### config.mk
export PLATFORM = sky130hd
export DESIGN_NAME = nibble_serial_addsub
export DESIGN_NICKNAME = d
export VERILOG_FILES = /design/src/rtl/nibble_serial_addsub.sv
export SDC_FILE = /design/constraint.sdc
export NUM_CORES = 1
export LEC_CHECK = 0
export BUFFER_PORTS_ARGS = -buffer_cell sky130_fd_sc_hd__buf_4
export CORE_MARGIN = 2
export CORE_UTILIZATION = 49
export CTS_BUF_LIST = sky130_fd_sc_hd__clkbuf_4 sky130_fd_sc_hd__clkbuf_8 sky130_fd_sc_hd__clkbuf_16
export DETAILED_ROUTE_END_ITERATION = 8
export PLACE_DENSITY_LB_ADDON = 0.25
export REMOVE_ABC_BUFFERS = 1
export SLEW_MARGIN = 30
export SYNTH_ARGS = -nofsm -noshare
export SYNTH_HDL_FRONTEND = slang
export SYNTH_SLANG_ARGS = --single-unit
### constraint.sdc
create_clock -name clk -period 3.06 [get_ports clk]
set_input_delay 0.306 -clock clk [delete_from_list [all_inputs] [get_ports clk]]
set_output_delay 0.306 -clock clk [all_outputs]
set_load 0.05 [all_outputs]
### src/rtl/nibble_serial_addsub.sv
// Nibble-serial W-bit add/subtract over one shared 4-bit ripple-carry slice, valid/ready on both sides.
// Define ADDSUB_OVF_EN to add the registered signed-overflow output V.

module four_bit_RCA_RCS (
   input  logic [3:0] A,
   input  logic [3:0] B,
   input  logic       Cin,
   input  logic       mode,
   output logic [3:0] S,
   output logic       Cout
);
   logic [3:0] bx;
   logic [4:0] c;

   // mode=1 inverts B and forces carry-in to 1, so chained subtraction must not use it
   always_comb begin
      bx   = B ^ {4{mode}};
      c    = '0;
      c[0] = mode | Cin;
      S    = '0;
      for (int unsigned i = 0; i < 4; i++) begin
         S[i]   = A[i] ^ bx[i] ^ c[i];
         c[i+1] = (A[i] & bx[i]) | (A[i] & c[i]) | (bx[i] & c[i]);
      end
      Cout = c[4];
   end
endmodule

module nibble_serial_addsub #(
   parameter int unsigned W = 16
) (
   input  logic         clk,
   input  logic         rst,
   input  logic         in_valid,
   output logic         in_ready,
   input  logic         mode,
   input  logic [W-1:0] A,
   input  logic [W-1:0] B,
   output logic         out_valid,
   input  logic         out_ready,
   output logic [W-1:0] S,
   output logic         Cout,
`ifdef ADDSUB_OVF_EN
   output logic         V,
`endif
   output logic         busy
);
   localparam int unsigned NIB = W / 4;
   localparam int unsigned IW  = (NIB > 1) ? $clog2(NIB) : 1;
   localparam logic [IW-1:0] LAST = IW'(NIB - 1);

   typedef enum logic [1:0] {IDLE, RUN, DONE} state_t;

   state_t        state, state_next;
   logic [W-1:0]  a_q, bx_q;
   logic          carry;
   logic [IW-1:0] idx;
   logic [3:0]    a_nib, bx_nib, slice_s;
   logic          slice_cout;
   logic          last;

   assign last = (idx == LAST);

   always_comb begin
      a_nib  = '0;
      bx_nib = '0;
      for (int unsigned n = 0; n < NIB; n++) begin
         if (idx == IW'(n)) begin
            a_nib  = a_q[4*n +: 4];
            bx_nib = bx_q[4*n +: 4];
         end
      end
   end

   four_bit_RCA_RCS u_slice (
      .A    (a_nib),
      .B    (bx_nib),
      .Cin  (carry),
      .mode (1'b0),
      .S    (slice_s),
      .Cout (slice_cout)
   );

   always_ff @(posedge clk) begin
      if (rst) state <= IDLE;
      else     state <= state_next;
   end

   always_comb begin
      state_next = state;
      in_ready   = 1'b0;
      out_valid  = 1'b0;
      busy       = 1'b0;
      case (state)
         IDLE: begin
            in_ready = 1'b1;
            if (in_valid) state_next = RUN;
         end
         RUN: begin
            busy = 1'b1;
            if (last) state_next = DONE;
         end
         DONE: begin
            out_valid = 1'b1;
            if (out_ready) state_next = IDLE;
         end
         default: state_next = IDLE;
      endcase
   end

   always_ff @(posedge clk) begin
      if (rst) begin
         a_q   <= '0;
         bx_q  <= '0;
         carry <= 1'b0;
         idx   <= '0;
         S     <= '0;
         Cout  <= 1'b0;
`ifdef ADDSUB_OVF_EN
         V     <= 1'b0;
`endif
      end else begin
         case (state)
            IDLE: begin
               if (in_valid) begin
                  a_q   <= A;
                  bx_q  <= mode ? ~B : B;
                  carry <= mode;
                  idx   <= '0;
               end
            end
            RUN: begin
               for (int unsigned n = 0; n < NIB; n++) begin
                  if (idx == IW'(n)) S[4*n +: 4] <= slice_s;
               end
               carry <= slice_cout;
               if (last) begin
                  Cout <= slice_cout;
`ifdef ADDSUB_OVF_EN
                  V    <= (a_nib[3] == bx_nib[3]) && (slice_s[3] != a_nib[3]);
`endif
               end else begin
                  idx <= idx + 1'b1;
               end
            end
            default: ;
         endcase
      end
   end
endmodule

==> results.py <==
metrics = {
    "setup_path": {
        "worst_path_max_delay_cell": "fa_2",
        "path_cells": "buf_4 > ha_4 > a21oi_1 > o21ai_0 > a22oi_1 > fa_2 > inv_1 > fa_1 > fa_2 > inv_1 > fa_2 > a211oi_2",
        "crit_path_end_kind": "flip-flop",
        "path_max_fanout": 5,
        "required_ns": 3.30,
        "cp_top_family": "adder cells",
        "cpMostUsedCell": "fa_2",
        "cp.arrival_ns": 3.18,
        "crit_buf_inv": 3,
        "path_class": "flip-flop to flip-flop",
        "startpoint_type": "flip-flop",
        "max_stage_delay_ns": 0.48,
    },
    "finish": {
        "n_antenna_cell": 0,
        "seq_area_um2": 1090,
        "n_fill_cell": 445,
        "mostFrequentLayoutCells": "64 x buf_4, 52 x dfxtp_1, 40 x nand2_1",
        "syn2layout_area_growth_pct": 23.5,
        "final_common_cell": "buf_4",
        "drive_above_1_share_pct": 29.3,
        "multi_input_area_um2": 1370,
        "final_nets": 385,
    },
    "timing": {
        "clock_skew_ns": 0.00801,
        "tns_ns": 0,
        "tightest_slew_ns": 0.667,
        "setup_viol": 0,
        "hold_slack_ns": 0.233,
        "min_period_ns": 2.94,
        "relSlewSlack_pct": 55.5,
        "min_period_over_period_pct": 96.1,
        "setup_slack_ns": 0.119,
        "final-hold-violation-count": 0,
        "max_freq_mhz": 340,
        "slew_viol_final": 0,
    },
    "drt": {
        "dr_total_vias": 2104,
        "wire_per_inst_um": 13.6,
        "wirelength_um": 5590,
        "antenna_left": 0,
        "drc_errors": 0,
        "drt_iter0_drc": 148,
        "dr.pass1.iters": 4,
        "vias_per_cell": 5.12,
    },
    "floorplanning": {
        "io_pins": 57,
        "start_util_pct": 51.1,
        "dieArea_um2": 5920,
        "placeableCoreArea_um2": 5110,
        "rows": 26,
        "fp.dieH_um": 77.0,
        "die_width_um": 77.0,
    },
    "synth": {
        "synth_area_um2": 2610,
        "synthCells": 296,
        "synthDistinctLibCells": 31,
        "ys_ff_latch": 54,
        "yosys_warnings": 0,
        "syn_area_per_cell_um2": 8.81,
        "ys_seq_area_share_pct": 41.4,
    },
    "run": {
        "maxCapViolCount": 0,
    },
    "pwr": {
        "powerDensity_nw_per_um2": 527,
        "ir_drop_mv": 0.282,
        "p_leak_nw": 1.26,
    },
    "clock_tree": {
        "clockRootBuffer": "clkbuf_8",
        "clk_path_buf_depth": 2,
        "htree_levels": 2,
        "clk_pin_slew_ns": 0.10,
        "clk_latency_ns": 0.31,
        "cts_inserted_buffers": 5,
        "cts_tree": "yes",
        "cts.sinks": 54,
    },
    "run_status": {
        "status": "finished, final reports clean",
    },
    "placed_design": {
        "dpl.hpwl_um": 3930,
        "io_buffers": 56,
        "place_congestion": 0.811,
        "pre_cts_slack_ns": 0.0113,
    },
    "global_route": {
        "grt_pass1_vias": 1949,
        "grt_use_total_pct": 19.5,
        "antenna_found_initial": 0,
        "grt_pass1_wl_um": 9350,
        "gr-total-overflow": 0,
        "grt_max_degree": 56,
    },
    "hold_path": {
        "holdCritPathClass": "input pin to flip-flop",
    },
}
[metal layers]
metal | share of wire (%) | global-route usage, % | vias up
li1 | - | - | 1075
met1 | 47 | 26.0 | 972
met2 | 47 | 31.4 | 50
met3 | 5.3 | 4.82 | 7
met4 | 1.1 | 5.45 | 0
met5 | 0 | 0 | -
[worst min-delay path: stages]
cell and delay [ns]:
buf_4 0.11, nand2_1 0.05, a21oi_1 0.05
[flip-flops by register name (all words and copies together) (netlist names)]
signal / cells
Cout: 1
S: 16
state: 2
bx_q: 16
idx: 2
a_q: 16
carry: 1
[stage by stage]
| stage | cell area, um^2 | total power, mW | cells | util (%) |
|---|---|---|---|---|
| global placement | 3020 | 1.13 | 401 | 59.0 |
| global route | 3220 | 1.78 | 411 | 63.1 |
| finish | 3220 | 1.70 | 411 | 63.1 |
| CTS | 3160 | 1.70 | 409 | 61.8 |
| floorplan | 2460 | 1.00 | 269 | - |
| detailed placement | 3020 | 1.14 | 401 | 59.0 |
[report_power, final]
group	switching (mW)	leakage [nW]	total [mW]	internal [mW]
Clock	0.237	0.0683	0.564	0.328
Sequential	0.0291	0.444	0.776	0.746
Combinational	0.206	0.745	0.356	0.150
[synth_stat cells]
cell type	count	area, um^2
dfxtp_1	54	1080
nand2_1	40	150
nor2_1	36	135
a21oi_1	34	170
a211oi_2	16	200
buf_2	15	75.1
inv_1	15	56.3
xnor2_1	12	105
a211oi_1	9	67.6
mux2i_1	9	90.1
o21ai_0	8	40.0
clkbuf_1	7	26.3
a22o_1	4	35.0
a22oi_1	4	30.0
and3b_1	4	35.0
fa_1	4	80.1
ha_1	4	50.1
xor2_1	4	35.0
buf_4	2	15.0
nand3_1	2	10.0
nor3_1	2	10.0
or3b_1	2	17.5
a2111oi_2	1	15.0
and2b_1	1	7.51
buf_1	1	3.75
buf_6	1	11.3
buf_8	1	15.0
nand4b_1	1	8.76
nor2b_1	1	6.26
nor3b_4	1	18.8
o31ai_1	1	7.51
[layout make-up]
type,instances,share of cell area (%)
clock buffer,5,2.14
timing repair buffer,64,14.9
inverter,15,1.75
tap,70,2.72
clock inverter,3,2.14
multi-input combinational,200,42.5
sequential,54,33.8
[path summary, 6_finish.rpt]
kind / cells after the start / slack (ns) / end / startpoint
worst min-delay path: 3 / 0.23 / a_q[8] / A[8]
worst max register to register: 12 / 0.12 / S[3] / idx[1]
worst max-delay path: 12 / 0.12 / S[3] / idx[1]
worst min register to register: 2 / 0.46 / a_q[10] / a_q[10]
[what timing repair did]
item                       4_1_cts  5_1_grt
pin swaps                        0        4
setup buffers                    0        2
hold buffers                     0        0
setup endpoints to repair        2        4
gates resized for setup          1       13
hold endpoints to repair         0        0
[cells by family (layout without fill, tap and decap cells)]
| kind of cell | count (synthesis) | in the layout | synth area share, % |
|---|---|---|---|
| buffers and inverters | 42 | 87 | 7.77 |
| XOR/XNOR | 16 | 16 | 5.37 |
| adder cells (fa/ha/maj) | 8 | 8 | 4.99 |
| AO/OA/AOI/OAI | 77 | 77 | 21.7 |
| AND/OR/NAND/NOR | 90 | 90 | 15.3 |
| multiplexers | 9 | 9 | 3.45 |
| flip-flops | 54 | 54 | 41.4 |
No activity file was read; power rests on OpenSTA's default activity.
